## src/rtl/cpu_pkg.sv

```systemverilog
// -----------------------------------------------------------------------------
// cpu_pkg
//   Shared CPU definitions.
//   - ALU opcode constants. DIV selects the multi-cycle seq_divider.
//   - State encoding for the sequential divider FSM.
//   - No ports; this file is imported by the datapath blocks.
// -----------------------------------------------------------------------------
`timescale 1ns/1ps
package cpu_pkg;

  // ALU opcodes (5-bit)
  localparam logic [4:0] ALU_ADD = 5'b00011;
  localparam logic [4:0] ALU_SUB = 5'b00100;
  localparam logic [4:0] ALU_AND = 5'b00101;
  localparam logic [4:0] ALU_OR  = 5'b00110;
  localparam logic [4:0] ALU_SHR = 5'b00111;
  localparam logic [4:0] ALU_SHL = 5'b01001;
  localparam logic [4:0] ALU_MUL = 5'b01110;
  localparam logic [4:0] ALU_DIV = 5'b01111;
  localparam logic [4:0] ALU_NEG = 5'b10000;
  localparam logic [4:0] ALU_NOT = 5'b10001;

  // Divider FSM state codes
  typedef logic [2:0] div_state_t;
  localparam div_state_t DIV_IDLE = 3'd0;
  localparam div_state_t DIV_PREP = 3'd1;
  localparam div_state_t DIV_ITER = 3'd2;
  localparam div_state_t DIV_FIX  = 3'd3;
  localparam div_state_t DIV_DONE = 3'd4;

endpackage

```

## src/rtl/div_step.sv

```systemverilog
// -----------------------------------------------------------------------------
// div_step
//   One combinational restoring-division iteration.
//   The partial remainder is shifted left. The next dividend bit enters at the
//   bottom, and the divisor magnitude is trial-subtracted at WIDTH+1 bits.
//   Ports:
//     rem       in  WIDTH  current partial remainder (always < dmag)
//     q_msb     in  1      next dividend bit shifted in (MSB of the q register)
//     dmag      in  WIDTH  divisor magnitude (non-zero)
//     rem_next  out WIDTH  partial remainder after this step
//     q_bit     out 1      quotient bit produced by this step
// -----------------------------------------------------------------------------
`timescale 1ns/1ps
module div_step #(
  parameter int WIDTH = 32
) (
  input  logic [WIDTH-1:0] rem,
  input  logic             q_msb,
  input  logic [WIDTH-1:0] dmag,
  output logic [WIDTH-1:0] rem_next,
  output logic             q_bit
);

  logic [WIDTH:0] shifted;
  logic [WIDTH:0] trial;

  // rem < dmag, so the shifted value is below 2*dmag and fits in WIDTH+1 bits.
  assign shifted  = {rem, q_msb};
  assign trial    = shifted - {1'b0, dmag};
  // A clear top bit means the trial difference is non-negative, so the subtraction is kept.
  assign q_bit    = ~trial[WIDTH];
  // When restoring, shifted < dmag, so its top bit is zero and dropping it is safe.
  assign rem_next = q_bit ? trial[WIDTH-1:0] : shifted[WIDTH-1:0];

endmodule

```

## src/rtl/seq_divider.sv

```systemverilog
// -----------------------------------------------------------------------------
// seq_divider
//   Multi-cycle radix-2 restoring divider for signed or unsigned operands.
//   Division truncates toward zero, so the remainder takes the dividend's sign.
//   A zero divisor is flagged and gives quotient = all ones, remainder = dividend.
//   Ports:
//     Clock        in  1      rising-edge clock
//     Resetn       in  1      asynchronous active-low reset
//     start        in  1      request, sampled only while idle
//     is_signed    in  1      1 = two's-complement operands (captured with start)
//     dividend     in  WIDTH  numerator (captured with start)
//     divisor      in  WIDTH  denominator (captured with start)
//     busy         out 1      high from the cycle after acceptance through done
//     done         out 1      one-cycle pulse; results valid from this cycle
//     quotient     out WIDTH  quotient (to LO)
//     remainder    out WIDTH  remainder (to HI)
//     div_by_zero  out 1      divisor was zero; held until the next accepted start
//   Latency from the accepting edge: WIDTH+2 edges normally, 1 edge for divide-by-zero.
// -----------------------------------------------------------------------------
`timescale 1ns/1ps
module seq_divider #(
  parameter int WIDTH = 32
) (
  input  logic             Clock,
  input  logic             Resetn,
  input  logic             start,
  input  logic             is_signed,
  input  logic [WIDTH-1:0] dividend,
  input  logic [WIDTH-1:0] divisor,
  output logic             busy,
  output logic             done,
  output logic [WIDTH-1:0] quotient,
  output logic [WIDTH-1:0] remainder,
  output logic             div_by_zero
);
  import cpu_pkg::*;

  localparam int CNT_W = $clog2(WIDTH + 1);
  localparam logic [CNT_W-1:0] LAST_ITER = CNT_W'(WIDTH - 1);

  div_state_t       state_reg, state_next;

  logic [WIDTH-1:0] dividend_reg, divisor_reg;
  logic             signed_reg;
  logic             neg_q_reg, neg_r_reg;
  logic [WIDTH-1:0] rem_reg, q_reg, dmag_reg;
  logic [CNT_W-1:0] cnt_reg;
  logic [WIDTH-1:0] quotient_reg, remainder_reg;
  logic             dbz_reg;

  logic [WIDTH-1:0] dividend_mag, divisor_mag;
  logic [WIDTH-1:0] step_rem;
  logic             step_q_bit;
  logic             divisor_zero;

  // The magnitude of MIN wraps to itself, which is 2^(WIDTH-1) read as unsigned.
  assign dividend_mag = (signed_reg && dividend_reg[WIDTH-1]) ? (WIDTH'(0) - dividend_reg) : dividend_reg;
  assign divisor_mag  = (signed_reg && divisor_reg[WIDTH-1])  ? (WIDTH'(0) - divisor_reg)  : divisor_reg;
  assign divisor_zero = (divisor_reg == '0);

  div_step #(.WIDTH(WIDTH)) u_step (
    .rem      (rem_reg),
    .q_msb    (q_reg[WIDTH-1]),
    .dmag     (dmag_reg),
    .rem_next (step_rem),
    .q_bit    (step_q_bit)
  );

  // State register
  always_ff @(posedge Clock or negedge Resetn) begin
    if (!Resetn) state_reg <= DIV_IDLE;
    else         state_reg <= state_next;
  end

  // Next-state logic
  always_comb begin
    state_next = state_reg;
    case (state_reg)
      DIV_IDLE: if (start) state_next = DIV_PREP;
      DIV_PREP: state_next = divisor_zero ? DIV_DONE : DIV_ITER;
      DIV_ITER: if (cnt_reg == LAST_ITER) state_next = DIV_FIX;
      DIV_FIX:  state_next = DIV_DONE;
      DIV_DONE: state_next = DIV_IDLE;
      default:  state_next = DIV_IDLE;
    endcase
  end

  // Output decode
  always_comb begin
    busy = (state_reg != DIV_IDLE);
    done = (state_reg == DIV_DONE);
  end

  // Datapath
  always_ff @(posedge Clock or negedge Resetn) begin
    if (!Resetn) begin
      dividend_reg  <= '0;
      divisor_reg   <= '0;
      signed_reg    <= 1'b0;
      neg_q_reg     <= 1'b0;
      neg_r_reg     <= 1'b0;
      rem_reg       <= '0;
      q_reg         <= '0;
      dmag_reg      <= '0;
      cnt_reg       <= '0;
      quotient_reg  <= '0;
      remainder_reg <= '0;
      dbz_reg       <= 1'b0;
    end else begin
      case (state_reg)
        DIV_IDLE: begin
          if (start) begin
            dividend_reg <= dividend;
            divisor_reg  <= divisor;
            signed_reg   <= is_signed;
            dbz_reg      <= 1'b0;
          end
        end
        DIV_PREP: begin
          neg_q_reg <= signed_reg & (dividend_reg[WIDTH-1] ^ divisor_reg[WIDTH-1]);
          neg_r_reg <= signed_reg & dividend_reg[WIDTH-1];
          if (divisor_zero) begin
            quotient_reg  <= '1;
            remainder_reg <= dividend_reg;
            dbz_reg       <= 1'b1;
          end else begin
            rem_reg  <= '0;
            q_reg    <= dividend_mag;
            dmag_reg <= divisor_mag;
            cnt_reg  <= '0;
          end
        end
        DIV_ITER: begin
          rem_reg <= step_rem;
          // Dividend bits leave at the top while quotient bits fill in at the bottom.
          q_reg   <= {q_reg[WIDTH-2:0], step_q_bit};
          cnt_reg <= cnt_reg + CNT_W'(1);
        end
        DIV_FIX: begin
          quotient_reg  <= neg_q_reg ? (WIDTH'(0) - q_reg)   : q_reg;
          remainder_reg <= neg_r_reg ? (WIDTH'(0) - rem_reg) : rem_reg;
        end
        default: ;
      endcase
    end
  end

  assign quotient    = quotient_reg;
  assign remainder   = remainder_reg;
  assign div_by_zero = dbz_reg;

endmodule

```

## config.mk

```make
export PLATFORM = sky130hd
export DESIGN_NAME = seq_divider
export DESIGN_NICKNAME = d
export VERILOG_FILES = /design/src/rtl/cpu_pkg.sv /design/src/rtl/div_step.sv /design/src/rtl/seq_divider.sv
export SDC_FILE = /design/constraint.sdc
export NUM_CORES = 1
export LEC_CHECK = 0
export BUFFER_PORTS_ARGS = -buffer_cell sky130_fd_sc_hd__buf_4
export CORE_UTILIZATION = 60
export DETAILED_ROUTE_END_ITERATION = 12
export GPL_TIMING_DRIVEN = 0
export PLACE_DENSITY_LB_ADDON = 0.05
export SETUP_SLACK_MARGIN = 0.15
export SLEW_MARGIN = 10
export SYNTH_ARGS = -nofsm -noshare
export SYNTH_HDL_FRONTEND = slang
export SYNTH_SLANG_ARGS = --single-unit
```

## constraint.sdc

```tcl
create_clock -name Clock -period 6.1 [get_ports Clock]
set_input_delay 1.22 -clock Clock [delete_from_list [all_inputs] [get_ports Clock]]
set_output_delay 1.22 -clock Clock [all_outputs]
set_load 0.01 [all_outputs]
```

# Word-level counts from Yosys, hierarchy flattened
# Cells that the tools add are included.
totals:
  out_inout_bits: 67
  input_bits: 68
  regBits: 237
classes:
  n_addsub: 6
  bitwise_logic: 5
  n_reduce_logical: 14
  mux: 22
  n_eq_ne: 9
op_table:
  columns: ["cell", "count"]
  rows:
  - ["$mux W32", 9]
  - ["$pmux W32 S2", 4]
  - ["$sub A1 B32 Y32 const A", 4]
  - ["$sub A33 B32 Y33", 1]
  - ["$logic_not A32 Y1", 1]
  - ["$pmux W3 S4", 1]
  - ["$pmux W6 S2", 1]
  - ["$reduce_and A2 Y1", 5]
  - ["$mux W3", 3]
  - ["$ne A2 B2 Y1 const B", 4]
  - ["$add A6 B1 Y6 const B", 1]
  - ["$eq A3 B2 Y1 const B", 2]
  - ["$eq A6 B5 Y1 const B", 1]
  - ["$mux W6", 1]
  - ["$reduce_bool A2 Y1", 3]
  - ["$eq A3 B1 Y1 const B", 1]
  - ["$eq A3 B3 Y1 const B", 1]
  - ["$logic_not A3 Y1", 1]
  - ["$reduce_and A3 Y1", 1]
  - ["$reduce_bool A3 Y1", 1]
  - ["$and A1 B1 Y1", 2]
  - ["$logic_and A1 B1 Y1", 2]
  - ["$mux W1", 2]
  - ["$not A1 Y1", 2]
  - ["2 further kinds", 2]

# Logic depth before layout (Yosys ltp)
depth:
  depth_word: 4
  mapped_depth: 13
  mapped_depth_nobuf: 12

# By module
# A second synthesis with hierarchy kept.
hier_totals:
  hier_cells: 1537
  area_unflattened_um2: 14207.4
modules_own_cells:
  columns: ["module", "n_inst", "cells_each", "seq_area_each_um2", "area_per_inst_um2"]
  rows:
  - ["seq_divider", 1, 1226, 5930.7, 11951.5]
  - ["div_step", 1, 311, 0.0, 2255.9]

# Worst setup path before layout
# Ideal clock, no wire load.
synth_timing:
  path_kind: "register to register"
  startpoint: "register q_reg[5]"
  endpoint: "register quotient_reg[30] (netlist: quotient[30])"
  path_buffers: 0
  arrival_ns: 2.825
  setup_slack_ns: 3.199
  period_less_slack_ns: 2.901
  stages_incl_launch_ff: 10
  cell_sequence: "dfrtp_1 -> or3_4 -> or4_4 -> or3_1 -> or2_1 -> or4_4 -> o31ai_4 -> nand2_2 -> xnor2_2 -> o21ai_1"
synth_via:
  elab_chain_cells: 3
synth_lines:
  columns: ["item", "line_no", "source"]
  rows:
  - ["start, declared", "seq_divider.sv:46", "logic [WIDTH-1:0] rem_reg, q_reg, dmag_reg;"]
  - ["start signal, assigned", "seq_divider.sv:128", "q_reg <= dividend_mag;"]
  - ["start signal, assigned", "seq_divider.sv:136", "q_reg <= {q_reg[WIDTH-2:0], step_q_bit};"]
  - ["$sub A1 B32 Y32", "seq_divider.sv:140", "quotient_reg <= neg_q_reg ? (WIDTH'(0) - q_reg) : q_reg;"]
  - ["$mux W32", "seq_divider.sv:140", null]
  - ["$pmux W32 S2", "seq_divider.sv:110", "case (state_reg)"]
  - ["end signal, assigned", "seq_divider.sv:140", null]
  - ["end, declared", "seq_divider.sv:48", "logic [WIDTH-1:0] quotient_reg, remainder_reg;"]
# No other way between the ends.
# A chain may end at the register's enable or synchronous reset.

# Final worst setup path
layout_timing:
  startpoint: "register divisor_reg[0]"
  endpoint: "register rem_reg[29]"
layout_via:
  elab_chain_cells: 3
layout_lines:
  columns: ["item", "line_no", "source"]
  rows:
  - ["start, declared", "seq_divider.sv:43", "logic [WIDTH-1:0] dividend_reg, divisor_reg;"]
  - ["start signal, assigned", "seq_divider.sv:114", "divisor_reg <= divisor;"]
  - ["$logic_not A32 Y1", "seq_divider.sv:59", "assign divisor_zero = (divisor_reg == '0);"]
  - ["$ne A2 B2 Y1 (no source line)", null, null]
  - ["$reduce_and A2 Y1 (no source line)", null, null]
  - ["end signal, assigned", "seq_divider.sv:134", "rem_reg <= step_rem;"]
  - ["end, declared", "seq_divider.sv:46", null]
# No other way between the ends.

==> results.yml <==
outcome:
  status: "finished, final reports clean"
cts:
  cts_tree: "yes"
  htree_levels: 1
  worstSkewPairLatency_ns: 0.54
  cts_sinks: 237
  postCtsResizedCells: 0
  cts_hold_buf: 0
  root_buffer: "clkbuf_16"
  postCtsSetupRepairBufs: 0
  clkTransAtPathRegs_ns: 0.06
  cts_buffers: 27
  cts_buffer_depth: 3
grt:
  grt_util_all_layers_pct: 32.3
  grt_max_degree: 112
  gr-total-overflow: 0
  antenna_found_initial: 0
  grt_pass1_vias: 11000
  grt_pass1_wl_microns: 56500
power:
  p_int_w: 0.00553
  comb_power_share_pct: 52.3
  power_density_nw_per_um2: 628
  peakVddDrop_mv: 0.330
  p_sw_share_pct: 43.7
  switching_power_w: 0.00430
  p_leak_nw: 6.78
  pwr-share-seq_pct: 31.9
  power_frac_clock_pct: 15.8
setup_path:
  path_cells: "inv_1, ha_1, nand2b_1, nor4_1, and4bb_2, nand2_1, nor3_2, nor2_1, nor2_2, clkbuf_1, a22oi_1, o21ai_0"
  path_class: "reg -> reg"
  crit_family: "simple AND/OR/NAND/NOR gates"
  cp.required_ns: 6.54
  setup.worst_path.start_class: "flip-flop"
  cpPeakStageDelay_ns: 0.65
  path_buf_inv: 2
  cp_max_fo: 10
  arrival_ns: 4.76
  end_kind: "flip-flop"
  slowest_stage: "clkbuf_1"
finish:
  drive_gt1_share_pct: 16.0
  nFillCells: 1679
  layout.nets: 1681
  fin_area_sq_um: 15600
  antenna_cells: 0
  synthToLayoutAreaGrowth_pct: 16.9
  finish.utilization_pct: 71.7
synth:
  synth.yosys.seq_area_share_pct: 44.3
  synth-main-ff-cell: "dfrtp_1"
  syn_area_sq_um: 13400
  synthCells: 1410
  synth_edf_count: 0
  synth_cell_type_count: 67
  synth_nets: 1516
  syn_area_per_cell_sq_um: 9.50
  async_flop_share_pct: 100
  yosys_warnings: 0
  ys_seq_elements: 237
placement:
  gp_congestion: 0.998
  hpwl_microns: 27600
  placed_area_sq_um: 14800
  port_buffers: 134
detailed_routing:
  drc_errors: 0
  drtAntennaViolNets: 0
  vias_per_cell: 6.07
  routed_wl_microns: 36400
  first_pass_iters: 5
  wire_per_inst_microns: 19.4
  num_vias: 11400
  drt-initial-drc-count: 750
floorplan:
  num_io_pins: 135
  initial_utilization_pct: 61.4
  dieHeight_microns: 151
  core_sq_um: 21800
  rows: 54
  dieArea_sq_um: 22900
  die_w_microns: 151
sta:
  rsz0062_at_grt: "false"
  finalSetupViolations: 0
  finalClockSkew_ns: 0.00987
  fin_setup_tns_ns: 0
  hold_viol_final: 0
  fmax_mhz: 231
  timing.final.crit_share_pct: 70.8
  slew_headroom_pct: 24.4
  tightest_slew_ns: 1.13
  period_needed_ns: 4.32
  drv_slew: 0
worst_hold_path:
  hp-class: "reg -> reg"
job:
  cap_violations: 0
## cell families after synthesis
family | share of synthesized area, %
muxes | 5.62
adders and majority gates | 3.61
DFF | 44.3
AOI/OAI and AO/OA | 20.5
buffers and inverters | 3.66
and+or+nand+nor | 12.4
xor gates and xnor gates | 9.93
## layout make-up
cell class / count / area [sq um] / share of cell area (%)
buffer: 75 / 292 / 1.86
timing repair buffer: 136 / 1070 / 6.83
clock buffer: 40 / 754 / 4.82
sequential: 237 / 5930 / 37.9
clock inverter: 6 / 83.8 / 0.536
multi-input combinational: 1045 / 6970 / 44.5
inverter: 53 / 199 / 1.27
tap: 280 / 350 / 2.24
## per-layer routing
| layer | share of wire (%) | track usage [%] | up-vias |
|---|---|---|---|
| met1 | 39 | 39.3 | 5480 |
| li1 | - | - | 5413 |
| met3 | 6.0 | 4.16 | 96 |
| met4 | 4.4 | 14.6 | 0 |
| met2 | 51 | 56.9 | 379 |
| met5 | 0 | 0 | - |
## worst register-to-register path: cells and delay by family, from the launching register on
family          cells  cell delay [ns]
compound gates      2             0.31
flops               1             0.37
buf+inv             2             0.75
simple gates        7             2.60
fa+ha+maj           1             0.19
## Yosys cell counts, types with 4 or more instances
library cell    n  area share [%]
dfrtp_1       237              44
o21ai_0       166             6.2
nand2_1       126             3.5
a21oi_1        97             3.6
nor2_1         90             2.5
xor2_1         90             5.9
clkbuf_1       65             1.8
xnor2_1        60             3.9
mux2_2         58             4.9
inv_1          53             1.5
a22oi_1        37             2.1
ha_1           37             3.5
nor3_1         27             1.0
a221o_1        23             1.7
o31ai_1        21             1.2
or3_1          18            0.84
o32ai_1        16             1.0
nand3_1        14            0.52
o41ai_1        13            0.85
nand2b_1       12            0.56
a21o_1         11            0.62
a31oi_1        10            0.47
mux2i_1        10            0.75
nor4_1         10            0.47
and2_1          9            0.42
or4_1           9            0.50
nor2b_1         7            0.33
buf_2           5            0.19
nor3b_1         5            0.28
or2_2           5            0.23
buf_1           4            0.11
nand4_1         4            0.19
o21a_1          4            0.22
o221ai_1        4            0.26
o22ai_1         4            0.19
## through the flow
stage / setup slack (ns) / std cells / hold WS [ns] / total power [W]
detailed placement: 1.98 / 1826 / 0.473 / 0.00823
CTS: 1.90 / 1872 / 0.486 / 0.00981
global route: 1.58 / 1872 / 0.496 / 0.0106
global placement: 2.04 / 1824 / 0.463 / 0.00808
finish: 1.78 / 1872 / 0.479 / 0.00982
floorplan: 3.20 / 1410 / 0.450 / 0.00664
## final timing paths
kind	from	to	slack, ns	cells after the start
worst max register to register	divisor_reg[0]	rem_reg[29]	1.78	12
max in group asynchronous	Resetn	divisor_reg[9]	4.31	3
worst max-delay path	divisor_reg[0]	rem_reg[29]	1.78	12
worst min-delay path	dmag_reg[27]	dmag_reg[27]	0.48	2
min in group asynchronous	Resetn	quotient[7]	0.55	1
worst min register to register	dmag_reg[27]	dmag_reg[27]	0.48	2
## power groups by stage
stage                     clock network, W  registers [W]  logic [W]
after detailed placement                 0        0.00313    0.00509
after global routing               0.00164        0.00323    0.00571
after CTS                          0.00157        0.00311    0.00513
after global placement                   0        0.00310    0.00497
final                              0.00155        0.00313    0.00514
after floorplan                          0        0.00298    0.00366
## cells in the final DEF (no fill, tap or decap), drive strengths merged, types with 3 or more instances in the layout
master,instances
a211oi,3
a21boi,3
a21o,11
a21oi,97
a221o,25
a22oi,37
a31oi,10
and2,9
and3,3
buf,146
clkbuf,105
clkinv,4
dfrtp,237
ha,37
inv,53
mux2,58
mux2i,10
nand2,127
nand2b,12
nand3,14
nand3b,3
nand4,4
nor2,91
nor2b,7
nor3,28
nor3b,5
nor4,10
o211a,3
o21a,4
o21ai,167
o221ai,4
o22ai,4
o31ai,22
o32ai,16
o41ai,13
or2,6
or3,20
or4,11
xnor2,61
xor2,90
Power figures use the tool's default switching activity.
